`src/rtl/ps2_pkg.sv`:
```
// Shared constants, event payload and FSM encoding for the PS/2 Set-2 scan-code decoder.
package ps2_pkg;

  localparam logic [7:0] PS2_PFX_EXT   = 8'hE0;
  localparam logic [7:0] PS2_PFX_BRK   = 8'hF0;
  localparam logic [7:0] PS2_PFX_PAUSE = 8'hE1;

  // Bytes following the leading E1 of the pause sequence that are swallowed.
  localparam int unsigned PS2_PAUSE_TAIL = 7;
  localparam int unsigned PS2_PAUSE_W    = 3;

  localparam int unsigned PS2_EVT_W        = 10;
  localparam int unsigned PS2_EVT_CODE_LSB = 0;
  localparam int unsigned PS2_EVT_BRK_BIT  = 8;
  localparam int unsigned PS2_EVT_EXT_BIT  = 9;

  typedef struct packed {
    logic       ext;
    logic       brk;
    logic [7:0] code;
  } ps2_evt_t;

  typedef enum logic [3:0] {
    ST_IDLE   = 4'b0001,
    ST_REQ    = 4'b0010,
    ST_WAIT   = 4'b0100,
    ST_DECODE = 4'b1000
  } ps2_state_e;

  function automatic ps2_evt_t ps2_make_evt(input logic ext, input logic brk,
                                            input logic [7:0] code);
    ps2_evt_t e;
    e.ext  = ext;
    e.brk  = brk;
    e.code = code;
    return e;
  endfunction

endpackage

```
`src/rtl/ps2_event_fifo.sv`:
```
// First-word-fall-through synchronous FIFO holding decoded key events.
module ps2_event_fifo #(
  parameter int unsigned WIDTH = 10,
  parameter int unsigned DEPTH = 4
) (
  input  logic                     clock_quarter,
  input  logic                     reset,
  input  logic                     push,
  input  logic [WIDTH-1:0]         push_data,
  input  logic                     pop,
  output logic [WIDTH-1:0]         head_c,
  output logic [$clog2(DEPTH):0]   count,
  output logic                     empty_c,
  output logic                     drop_c
);

  localparam int unsigned PTR_W = $clog2(DEPTH);
  localparam int unsigned CNT_W = PTR_W + 1;

  logic [WIDTH-1:0] mem [DEPTH];
  logic [PTR_W-1:0] wr_ptr;
  logic [PTR_W-1:0] rd_ptr;
  logic             full_c;
  logic             do_push;
  logic             do_pop;

  assign full_c  = (count == CNT_W'(DEPTH));
  assign empty_c = (count == '0);
  assign do_pop  = pop && !empty_c;
  // A pop in the same cycle frees the slot, so a push into a full FIFO is legal then.
  assign do_push = push && (!full_c || do_pop);
  assign drop_c  = push && full_c && !do_pop;
  assign head_c  = mem[rd_ptr];

  always_ff @(posedge clock_quarter or posedge reset) begin
    if (reset) begin
      wr_ptr <= '0;
      rd_ptr <= '0;
      count  <= '0;
      for (int i = 0; i < int'(DEPTH); i++) mem[i] <= '0;
    end else begin
      if (do_push) begin
        mem[wr_ptr] <= push_data;
        wr_ptr      <= wr_ptr + PTR_W'(1);
      end
      if (do_pop) rd_ptr <= rd_ptr + PTR_W'(1);
      case ({do_push, do_pop})
        2'b10:   count <= count + CNT_W'(1);
        2'b01:   count <= count - CNT_W'(1);
        default: count <= count;
      endcase
    end
  end

endmodule

```
`src/rtl/ps2_scancode_decoder.sv`:
```
// Requests bytes from ps2_rx, folds E0/F0/E1 prefixes into key events and queues them.
module ps2_scancode_decoder
  import ps2_pkg::*;
#(
  parameter int unsigned DEPTH          = 4,
  parameter int unsigned PREFIX_TIMEOUT = 8
) (
  input  logic       clock_quarter,
  input  logic       reset,
  input  logic       rx_ready,
  input  logic       rx_finish,
  input  logic       rx_faild,
  input  logic [7:0] rx_data,
  output logic       rx_start,
  output logic       evt_valid,
  input  logic       evt_ready,
  output logic [7:0] evt_code,
  output logic       evt_ext,
  output logic       evt_brk,
  output logic [7:0] fail_cnt,
  output logic       overflow
);

  localparam int unsigned CNT_W = $clog2(DEPTH) + 1;
  localparam int unsigned RUN_W = $clog2(PREFIX_TIMEOUT + 1);

  ps2_state_e             state_q, state_d;
  logic                   faild_q, faild_d;
  logic [7:0]             data_q, data_d;
  logic                   ext_q, ext_d;
  logic                   brk_q, brk_d;
  logic [PS2_PAUSE_W-1:0] pause_q, pause_d;
  logic [RUN_W-1:0]       run_q, run_d;
  logic [7:0]             fail_cnt_q, fail_cnt_d;
  logic                   push_q, push_d;
  ps2_evt_t               push_evt_q, push_evt_d;
  logic                   overflow_q;

  logic [PS2_EVT_W-1:0]   head_c;
  logic [CNT_W-1:0]       fifo_count;
  logic                   fifo_empty_c;
  logic                   fifo_drop_c;

  // Next-state and decode datapath.
  always_comb begin
    state_d    = state_q;
    faild_d    = faild_q;
    data_d     = data_q;
    ext_d      = ext_q;
    brk_d      = brk_q;
    pause_d    = pause_q;
    run_d      = run_q;
    fail_cnt_d = fail_cnt_q;
    push_d     = 1'b0;
    push_evt_d = push_evt_q;

    unique case (state_q)
      ST_IDLE: begin
        // push_q still pending means the count does not yet reflect the last event.
        if (rx_ready && (fifo_count < CNT_W'(DEPTH)) && !push_q) state_d = ST_REQ;
      end
      ST_REQ: state_d = ST_WAIT;
      ST_WAIT: begin
        if (rx_finish) begin
          state_d = ST_DECODE;
          faild_d = rx_faild;
          data_d  = rx_data;
        end
      end
      ST_DECODE: begin
        state_d = ST_IDLE;
        if (faild_q) begin
          if (fail_cnt_q != 8'hFF) fail_cnt_d = fail_cnt_q + 8'd1;
          if ((run_q + RUN_W'(1)) == RUN_W'(PREFIX_TIMEOUT)) begin
            ext_d   = 1'b0;
            brk_d   = 1'b0;
            pause_d = '0;
            run_d   = '0;
          end else begin
            run_d = run_q + RUN_W'(1);
          end
        end else begin
          run_d = '0;
          if (pause_q != '0) begin
            pause_d = pause_q - PS2_PAUSE_W'(1);
            if (pause_q == PS2_PAUSE_W'(1)) begin
              push_d     = 1'b1;
              push_evt_d = ps2_make_evt(1'b0, 1'b0, PS2_PFX_PAUSE);
            end
          end else if (data_q == PS2_PFX_PAUSE) begin
            pause_d = PS2_PAUSE_W'(PS2_PAUSE_TAIL);
          end else if (data_q == PS2_PFX_EXT) begin
            ext_d = 1'b1;
          end else if (data_q == PS2_PFX_BRK) begin
            brk_d = 1'b1;
          end else begin
            push_d     = 1'b1;
            push_evt_d = ps2_make_evt(ext_q, brk_q, data_q);
            ext_d      = 1'b0;
            brk_d      = 1'b0;
          end
        end
      end
      default: state_d = ST_IDLE;
    endcase
  end

  always_ff @(posedge clock_quarter or posedge reset) begin
    if (reset) begin
      state_q    <= ST_IDLE;
      faild_q    <= 1'b0;
      data_q     <= '0;
      ext_q      <= 1'b0;
      brk_q      <= 1'b0;
      pause_q    <= '0;
      run_q      <= '0;
      fail_cnt_q <= '0;
      push_q     <= 1'b0;
      push_evt_q <= '0;
      overflow_q <= 1'b0;
    end else begin
      state_q    <= state_d;
      faild_q    <= faild_d;
      data_q     <= data_d;
      ext_q      <= ext_d;
      brk_q      <= brk_d;
      pause_q    <= pause_d;
      run_q      <= run_d;
      fail_cnt_q <= fail_cnt_d;
      push_q     <= push_d;
      push_evt_q <= push_evt_d;
      overflow_q <= overflow_q | fifo_drop_c;
    end
  end

  ps2_event_fifo #(
    .WIDTH (PS2_EVT_W),
    .DEPTH (DEPTH)
  ) u_fifo (
    .clock_quarter (clock_quarter),
    .reset         (reset),
    .push          (push_q),
    .push_data     (push_evt_q),
    .pop           (evt_valid && evt_ready),
    .head_c        (head_c),
    .count         (fifo_count),
    .empty_c       (fifo_empty_c),
    .drop_c        (fifo_drop_c)
  );

  assign rx_start  = (state_q == ST_REQ);
  assign evt_valid = !fifo_empty_c;
  assign evt_code  = head_c[PS2_EVT_CODE_LSB +: 8];
  assign evt_brk   = head_c[PS2_EVT_BRK_BIT];
  assign evt_ext   = head_c[PS2_EVT_EXT_BIT];
  assign fail_cnt  = fail_cnt_q;
  assign overflow  = overflow_q;

endmodule
```
`config.mk`:
```
export PLATFORM = sky130hd
export DESIGN_NAME = ps2_scancode_decoder
export DESIGN_NICKNAME = d
export VERILOG_FILES = /design/src/rtl/ps2_pkg.sv /design/src/rtl/ps2_event_fifo.sv /design/src/rtl/ps2_scancode_decoder.sv
export SDC_FILE = /design/constraint.sdc
export NUM_CORES = 1
export LEC_CHECK = 0
export CORE_AREA = 8 8 111 113
export DETAILED_ROUTE_END_ITERATION = 7
export DIE_AREA = 0 0 119 121
export PLACE_DENSITY = 0.63
export REMOVE_ABC_BUFFERS = 1
export SYNTH_ARGS = -nofsm -noshare
export SYNTH_HDL_FRONTEND = slang
export SYNTH_SLANG_ARGS = --single-unit
```
`constraint.sdc`:
```
create_clock -name clock_quarter -period 5.99 [get_ports clock_quarter]
set_clock_uncertainty 0.05 [all_clocks]
set_input_delay 1.198 -clock clock_quarter [delete_from_list [all_inputs] [get_ports clock_quarter]]
set_output_delay 1.198 -clock clock_quarter [all_outputs]
set_load 0.05 [all_outputs]
```
* After elaboration in Yosys (flattened, before gate mapping)
Index checks and enable logic that the tools add are counted.
Operators by class: $add $sub $neg 7, magnitude comparators 4, eq/ne operators 24, mux-type cells 39, bitwise logic cells 4, reductions and logical operators 24
Operator list (number):
- two-way mux 10 bit | 8
- bitwise mux 40 bit | 1
- equality test 8 bit, second input constant | 3
- binary-select mux 10 bit (select 2 bit) | 1
- demux 10 bit (select 2 bit) | 1
- two-way mux 1 bit | 18
- two-way mux 4 bit | 4
- inequality test 2 bit, second input constant | 8
- two-way mux 3 bit | 4
- case mux 4 bit (3 select lines) | 1
- AND reduction 5 bit | 2
- adder 8 x 1 -> 8 bit, second input constant | 1
- equality test 4 bit, second input constant | 2
- logical AND 1 bit | 8
- inequality test 8 bit, second input constant | 1
- greater-or-equal comparator 3 bit, second input constant | 2
- NOT 2 -> 3 bit | 2
- case mux 3 bit (2 select lines) | 1
- AND reduction 3 bit | 2
- AND reduction 6 bit | 1
- nonzero test 3 bit | 2
- subtractor 3 x 1 -> 3 bit, second input constant | 2
- adder 2 x 1 -> 2 bit, second input constant | 2
- adder 4 x 1 -> 4 bit, second input constant | 1
- 19 further kinds | 24
Storage, ports and cells: register bits 89, input port bits 14

* Longest topological paths before layout
Gate-level depths: netlist of the first run.
depth after elaboration 8, gate-level depth with buffers 10, gate-level depth less buffers 9

* Cells and area by module
From an unflattened synthesis of the first run, not the netlist that was laid out.
Second synthesis, totals: cell total of the unflattened synthesis 341, area total of the unflattened synthesis 4179.0 sq um
By module, submodules not included:
- ps2_event_fifo | times used 1, cells an instance 134, area each 2143.3 sq um
- ps2_scancode_decoder | times used 1, cells an instance 207, area each 2035.7 sq um

* Worst setup path after synthesis of the first run
No wires, ideal clock.
path type register to output, from register state_q[1], to output port rx_start, data arrival time 2196 ps, data required time 4742 ps, path slack 2546 ps, cell stages (with the launch flop) 3, buffers on the path 1, cell sequence dfrtp_1 > clkbuf_1 > nor4b_1
Between the ends: cells in the longest elaborated chain, start to end 1
RTL lines:
- start, declared | RTL line ps2_scancode_decoder.sv:27 | ps2_state_e state_q, state_d;
- start signal, assigned | RTL line ps2_scancode_decoder.sv:122 | state_q <= state_d;
- equality test 4 x 2 -> 1 bit | RTL line ps2_scancode_decoder.sv:151 | assign rx_start = (state_q == ST_REQ);
- end, declared | RTL line ps2_scancode_decoder.sv:14 | output logic rx_start,
No other way between the ends.

* Worst setup path in the final report of the first run
from register u_fifo.rd_ptr[1], to output port evt_code[3]
Between the ends: cells in the longest elaborated chain, start to end 4
RTL lines:
- start, declared | RTL line ps2_event_fifo.sv:22 | logic [PTR_W-1:0] rd_ptr;
- start signal, assigned | RTL line ps2_event_fifo.sv:46 | if (do_pop) rd_ptr <= rd_ptr + PTR_W'(1);
- NOT 2 -> 3 bit (implied by the code) | RTL line ps2_event_fifo.sv:33 | assign head_c = mem[rd_ptr];
- binary-select mux 10 bit (select 2 bit) | RTL line ps2_event_fifo.sv:33
- two-way mux 10 bit (implied by the code) (2 in series) | RTL line ps2_event_fifo.sv:33
- end, declared | RTL line ps2_scancode_decoder.sv:17 | output logic [7:0] evt_code,
No other way between the ends. The select of a mux whose other input is x is not followed.

==> results of run 1 <==
routing by layer:
layer,up-vias,part of all wire,track usage,wire [um]
li1,1316,-,-,-
met1,1314,0.49,0.1507,3709
met2,37,0.45,0.1767,3421
met3,9,0.045,0.03118,337
met4,0,0.014,0.04506,103
met5,-,0,0,0
sequential cells by signal, indices dropped and copies added (netlist names):
name           flops
u_fifo.rd_ptr      2
push_q             1
data_q             8
u_fifo.mem        40
state_q            4
ext_q              1
u_fifo.count       3
run_q              4
brk_q              1
u_fifo.wr_ptr      2
fail_cnt           8
faild_q            1
overflow           1
push_evt_q        10
pause_q            3
worst paths after layout:
kind,from,endpoint,depth (start not counted)
max,u_fifo.rd_ptr[1],evt_code[3],2
max in group asynchronous,reset,u_fifo.mem[13],3
min in group asynchronous,reset,data_q[5],2
max reg2reg,pause_q[0],pause_q[1],7
min,overflow,overflow,1
min reg2reg,overflow,overflow,1
worst max-delay path: stages, from the launching register on:
cell,delay [ns]
dfrtp_1,0.79
mux4_2,0.60
clkdlybuf4s50_1,0.72
layout by cell type, fill, tap and decap left out, types with 6 or more instances in the layout:
cell type and instances:
nand3_1 9, inv_1 18, xnor2_1 8, mux2i_1 8, clkbuf_8 10, nand2_1 76, a21oi_1 6, xor2_1 6
o21ai_0 32, mux2_2 20, mux4_2 10, clkdlybuf4s50_1 34, ha_1 11, nor2_1 13, dfrtp_1 88
cell type report:
type                            count  area, sq um  area share
Timing Repair Buffer               35        347.8     0.07295
Clock buffer                       11        141.4     0.02965
Sequential cell                    89         2228      0.4673
Tap cell                          140        175.2     0.03674
Multi-Input combinational cell    245         1750      0.3671
Inverter                           19        72.57     0.01522
Clock inverter                      4        52.55     0.01102
report_power, final:
| part | switching (mW) | internal [mW] | leakage (nW) |
|---|---|---|---|
| Combinational | 0.0983 | 0.105 | 0.938 |
| Clock | 0.208 | 0.204 | 0.0998 |
| Sequential | 0.0917 | 0.651 | 1.21 |
| Total | 0.398 | 0.960 | 2.25 |
cell families (layout without fill, tap and decap cells):
| family | Yosys count | in the layout | synth area share |
|---|---|---|---|
| adder cells (fa/ha/maj) | 12 | 12 | 0.03817 |
| AND/OR/NAND/NOR | 129 | 129 | 0.1469 |
| AO/OA/AOI/OAI | 49 | 49 | 0.06968 |
| buffers and inverters | 35 | 69 | 0.03665 |
| multiplexers | 41 | 41 | 0.1394 |
| XOR/XNOR | 14 | 14 | 0.02969 |
| flip-flops | 89 | 89 | 0.5395 |
==> summary.md, run 1 <==
| Metric | Value |
|---|---|
| Area post-placement | `between 4000 and 5000 sq um` |
| Largest net degree at the start of global routing | `60` |
| Fin. Hold Viols | `0` |
| Vias after detailed routing | `2676` |
| Hold_buf cts | `0` |
| Status | `complete, no violations` |
| Mapped Cells | `between 300 and 400` |
| Final Cell Area | `4768 sq um` |
| Most frequent cells after synthesis | `dfrtp_1, nand2_1, o21ai_0` |
| FILL cells | `between 1000 and 1500` |
| Initial Util | `0.3895` |
| Ys async rst share | `1.000` |
| Final worst path period need | `3.711 ns` |
| Vias per cell | `~4.9` |
| Synth area leader | `dfrtp_1` |
| DR pass1 iterations | `4` |
| Number of flops mapped to enable cells by yosys | `0` |
| # H-tree levels | `3` |
| CTS tree | `built` |
| Worst hold margin | `around 0.42 ns` |
| Yosys top cell area share | `0.5332` |
| Total negative slack | `0 ns` |
| Setup Viol. Count Final | `0` |
| Routed len/inst | `between 10 and 15 um` |
| GP Congestion | `~0.74` |
| Min-delay worst type | `flip-flop to flip-flop` |
| Worst-Margin Slew | `between 0.8 and 0.9 ns` |
| Synth Cell Area | `~4100 sq um` |
| MaxCap Viol Count | `0` |
| # rows | `38` |
| Grt total ovfl | `0` |
| Arrival time at the worst endpoint | `approximately 2.5 ns` |
| Share of cells above drive strength 1 | `0.1390` |
| Antenna cell count | `0` |
| Main synth FF type | `dfrtp_1` |
| DRC viols | `0` |
| Die area | `around 14000 sq um` |
| Layout Cells excl Fill | `between 500 and 600` |
| Pleak | `2.249 nW` |
| Nets | `425` |
| Final WS setup | `between 2 and 2.5 ns` |
| Setup WS pre-CTS | `2.548 ns` |
| Initial DRC count | `97` |
| Post-CTS setup buffer count | `0` |
| Final Util | `0.4497` |
| Most common cell in the netlist | `dfrtp_1` |
| Hpwl dp | `5352 um` |
| Die W | `119 um` |
| First-pass GRT wire length | `~14000 um` |
| Die Y | `121 um` |
| I/O pin total | `35` |
| Initial antenna violation count | `0` |
| VDD IR-drop max | `between 0.0001 and 0.00015 V` |
| R2R setup slack | `~3.5 ns` |
| Syn. warnings | `0` |
| Post-synthesis sequential area ratio | `0.5395` |
| Fin crit share | `0.6195` |
| Setup CP Type | `flip-flop to output port` |
| Worst slew margin | `0.4030` |
| Synthesized area per cell | `approximately 11 sq um` |
| Synthesis-stage register bit count | `89` |
| Power Dens Cells | `284.9 nW/um^2` |
| Clock transition at path regs | `0.09 ns` |
| Num CTS Buffers | `9` |
| Worst setup EP type | `output port` |
| CP Max Fanout | `11` |
| Syn-to-layout area delta | `15.45%` |
| Clk_lat worst skew | `~0.35 ns` |
| Largest cells by area after synthesis | `dfrtp_1, nand2_1, mux2_2, mux4_2, o21ai_0` |
| PortBufs | `34` |
| Number of routed nets with antenna violations | `0` |
| Drt total wl | `around 7600 um` |
| Critical Path Source Type | `flip-flop` |
| Worst EP required | `~4.7 ns` |
| Root buf cell | `clkbuf_8` |
| Max-slew violation count | `0` |
| Core footprint | `10600 sq um` |
| F_max | `around 270 MHz` |
| Vias in the first global route | `roughly 2800` |
| Overall routing resource usage | `0.1147` |
| Longest Clk Path Bufs | `2` |
| # clock sinks | `89` |
| Cells after DPL | `528` |
| Pwr Total | `approximately 1.4 mW` |
| RSZ-0062 raised after global routing | `no` |
| Netlist cell types | `44` |
| Resize count post-CTS | `0` |
No activity file was read; power rests on OpenSTA's default activity.
==> run 2: changes to the inputs <==
--- a/config.mk
+++ b/config.mk
@@ -8,7 +8,7 @@
 export CORE_AREA = 8 8 111 113
 export DETAILED_ROUTE_END_ITERATION = 7
 export DIE_AREA = 0 0 119 121
-export PLACE_DENSITY = 0.63
+export PLACE_DENSITY = 0.65
 export REMOVE_ABC_BUFFERS = 1
 export SYNTH_ARGS = -nofsm -noshare
 export SYNTH_HDL_FRONTEND = slang
==> constraint.sdc (replaced) <==
create_clock -name clock_quarter -period 3.1 [get_ports clock_quarter]
set_clock_uncertainty 0.05 [all_clocks]
set_input_delay 0.62 -clock clock_quarter [delete_from_list [all_inputs] [get_ports clock_quarter]]
set_output_delay 0.62 -clock clock_quarter [all_outputs]
set_load 0.05 [all_outputs]
==> run 2 against run 1 <==
Against the previous run:
- non-clock buffer count up 9
- worst setup slack lost 2.0 ns
- largest power group unchanged
- design area rose by 3.3%
- largest cell class unchanged
- sequential share of layout area is 1.5 points lower
- combinational power up 120%
- count of clock-buffer cells in the layout stayed put
- register-to-register slack lost 2.7 ns
- cell count increased by 1.8%
- wire length is 4.7% higher
- via count rose by 1.6%
- global-route usage up 0.16 points
- worst hold slack is essentially flat
==> summary.md, run 2 (synthesis gave the netlist of run 1 again) <==
| Metric | Value |
|---|---|
| Pleak | `2.324 nW (was 2.249 nW)` |
| Vias in the first global route | `2854 (was 2781)` |
| Initial Util | `0.3895 (unchanged)` |
| Commonest non-fill, non-tap cell in the layout | `dfrtp_1 (unchanged)` |
| Largest regs | `u_fifo.mem: 40 flops, push_evt_q: 10 flops (unchanged)` |
| Pwr Total | `2.899 mW (was 1.358 mW)` |
| CP Max Fanout | `12 (was 11)` |
| Hpwl dp | `5761 um (was 5352 um)` |
| Commonest non-fill, non-tap cells in the layout | `dfrtp_1, nand2_1, clkdlybuf4s50_1 (unchanged)` |
| Setup Viol. Count Final | `0 (unchanged)` |
| Top reg by flops | `u_fifo.mem (unchanged)` |
| Min-delay worst type | `flip-flop to flip-flop (unchanged)` |
| Final Cell Area | `4923 sq um (was 4768 sq um)` |
| # H-tree levels | `3 (unchanged)` |
| Die W | `119 um (unchanged)` |
| Nets | `434 (was 425)` |
| Antenna cell count | `0 (unchanged)` |
| Setup CP Type | `flip-flop to output port (unchanged)` |
| Vias per cell | `4.915 (was 4.928)` |
| Clk_lat worst skew | `0.36 ns (was 0.35 ns)` |
| Final worst path period need | `2.855 ns` |
| # clock sinks | `89 (unchanged)` |
| Number of routed nets with antenna violations | `0 (unchanged)` |
| Total negative slack | `0 ns (unchanged)` |
| MaxCap Viol Count | `0 (unchanged)` |
| Grt total ovfl | `0 (unchanged)` |
| Max-slew violation count | `0 (unchanged)` |
| Area occupied by multi-input gates | `1750 sq um (unchanged)` |
| Overall routing resource usage | `0.1163 (was 0.1147)` |
| GP Congestion | `0.7449 (was 0.7397)` |
| F_max | `~350 MHz` |
| Initial DRC count | `123 (was 97)` |
| R2R setup slack | `0.84 ns (was 3.53 ns)` |
| # rows | `38 (unchanged)` |
| FF-to-FF path depth | `4 (was 7)` |
| Fin. Hold Viols | `0 (unchanged)` |
| Resize count post-CTS | `0 (unchanged)` |
| Hold_buf cts | `0 (unchanged)` |
| Share of cells above drive strength 1 | `0.1598 (was 0.1390)` |
| Fin crit share | `0.9210` |
| Core footprint | `10600 sq um (unchanged)` |
| Reg-to-Reg Start | `state_q[2] (was pause_q[0])` |
| CTS tree | `built (unchanged)` |
| PortBufs | `34 (unchanged)` |
| CP Launch Point | `u_fifo.rd_ptr[0] (was u_fifo.rd_ptr[1])` |
| Syn-to-layout area delta | `19.21% (was 15.45%)` |
| I/O pin total | `35 (unchanged)` |
| FF-to-FF End | `push_evt_q[7] (was pause_q[1])` |
| Root buf cell | `clkbuf_8 (unchanged)` |
| Routed len/inst | `14.34 um (was 13.94 um)` |
| Die area | `14400 sq um (unchanged)` |
| Register area | `2228 sq um (unchanged)` |
| RSZ-0062 raised after global routing | `no (unchanged)` |
| Worst Hold Path EP | `overflow (unchanged)` |
| Status | `complete, no violations (unchanged)` |
| First-pass GRT wire length | `13410 um (was 13670 um)` |
| Area post-placement | `4654 sq um (was 4574 sq um)` |
| WHS Path Cells | `1 (unchanged)` |
| Flip-flop count of the largest register after layout | `40 (unchanged)` |
| Min-delay src | `overflow (unchanged)` |
| Num CTS Buffers | `9 (unchanged)` |
| Worst-Margin Slew | `0.7233 ns (was 0.8931 ns)` |
| Largest net degree at the start of global routing | `41 (was 60)` |
| Worst EP required | `2.43 ns (was 4.74 ns)` |
| Drt total wl | `7929 um (was 7571 um)` |
| VDD IR-drop max | `0.0003307 V (was 0.0001316 V)` |
| Die Y | `121 um (unchanged)` |
| Vias after detailed routing | `2718 (was 2676)` |
| DRC viols | `0 (unchanged)` |
| DR pass1 iterations | `4 (unchanged)` |
| Worst slew margin | `0.5172 (was 0.4030)` |
| FILL cells | `983 (was 1002)` |
| Clock transition at path regs | `0.08 ns (was 0.09 ns)` |
| Longest Clk Path Bufs | `2 (unchanged)` |
| Arrival time at the worst endpoint | `2.19 ns (was 2.46 ns)` |
| Post-CTS setup buffer count | `0 (unchanged)` |
| Critical Path Source Type | `flip-flop (unchanged)` |
| Worst setup EP type | `output port (unchanged)` |
| Initial antenna violation count | `0 (unchanged)` |
| Power Dens Cells | `588.7 nW/um^2 (was 284.9 nW/um^2)` |
## run 2: cell type report
class                   instances  share of cell area
repair buffers                 44             0.08691
clock inverters                 5             0.02592
well taps                     140             0.03558
multi-input cells             245              0.3555
clock buffers                  11             0.02872
inverters                      19             0.01474
flip-flops and latches         89              0.4526
## run 2: per-layer routing
layer  wire length (um)  global-route usage  share of wire
met1               3532              0.1316           0.45
met2               3969              0.1974           0.50
met3                288             0.03909          0.036
met4                137             0.04980          0.017
met5                  0                   0              0
## run 2: power breakdown
group	switching [mW]	total, mW	internal [mW]
registers	0.138	1.40	1.26
clock network	0.405	1.04	0.639
logic	0.236	0.458	0.222
## run 2: worst max path at each step
stage                     slack (ns)              end
after CTS                       0.21      evt_code[7]
after floorplan                 0.12            brk_q
after global routing            0.16      evt_code[4]
after detailed placement        0.24  u_fifo.count[2]
after global placement          0.32  u_fifo.count[2]
final                           0.24      evt_code[7]
## run 2: metrics by stage
stage | util | setup slack, ns | cells | hold WS [ns]
final | 0.4644 | 0.2449 | 553 | 0.4181
after global routing | 0.4644 | 0.1551 | 553 | 0.4295
after CTS | 0.4644 | 0.2094 | 553 | 0.4209
after detailed placement | 0.4390 | 0.2444 | 537 | 0.4016
after global placement | 0.4390 | 0.3205 | 537 | 0.3960
after floorplan | - | 0.1248 | 353 | 0.3946
## run 2: critical path: stages, from the launching register on
cell             delay [ns]
dfrtp_1                0.70
mux4_2                 0.33
clkdlybuf4s50_1        0.80
==> run 3: changes to the inputs <==
--- a/config.mk
+++ b/config.mk
@@ -10,6 +10,7 @@
 export DIE_AREA = 0 0 119 121
 export PLACE_DENSITY = 0.65
 export REMOVE_ABC_BUFFERS = 1
+export SLEW_MARGIN = 25
 export SYNTH_ARGS = -nofsm -noshare
 export SYNTH_HDL_FRONTEND = slang
 export SYNTH_SLANG_ARGS = --single-unit
==> results of run 3 <==
The final DEF is identical to that of run 2; final timing and power are the same.
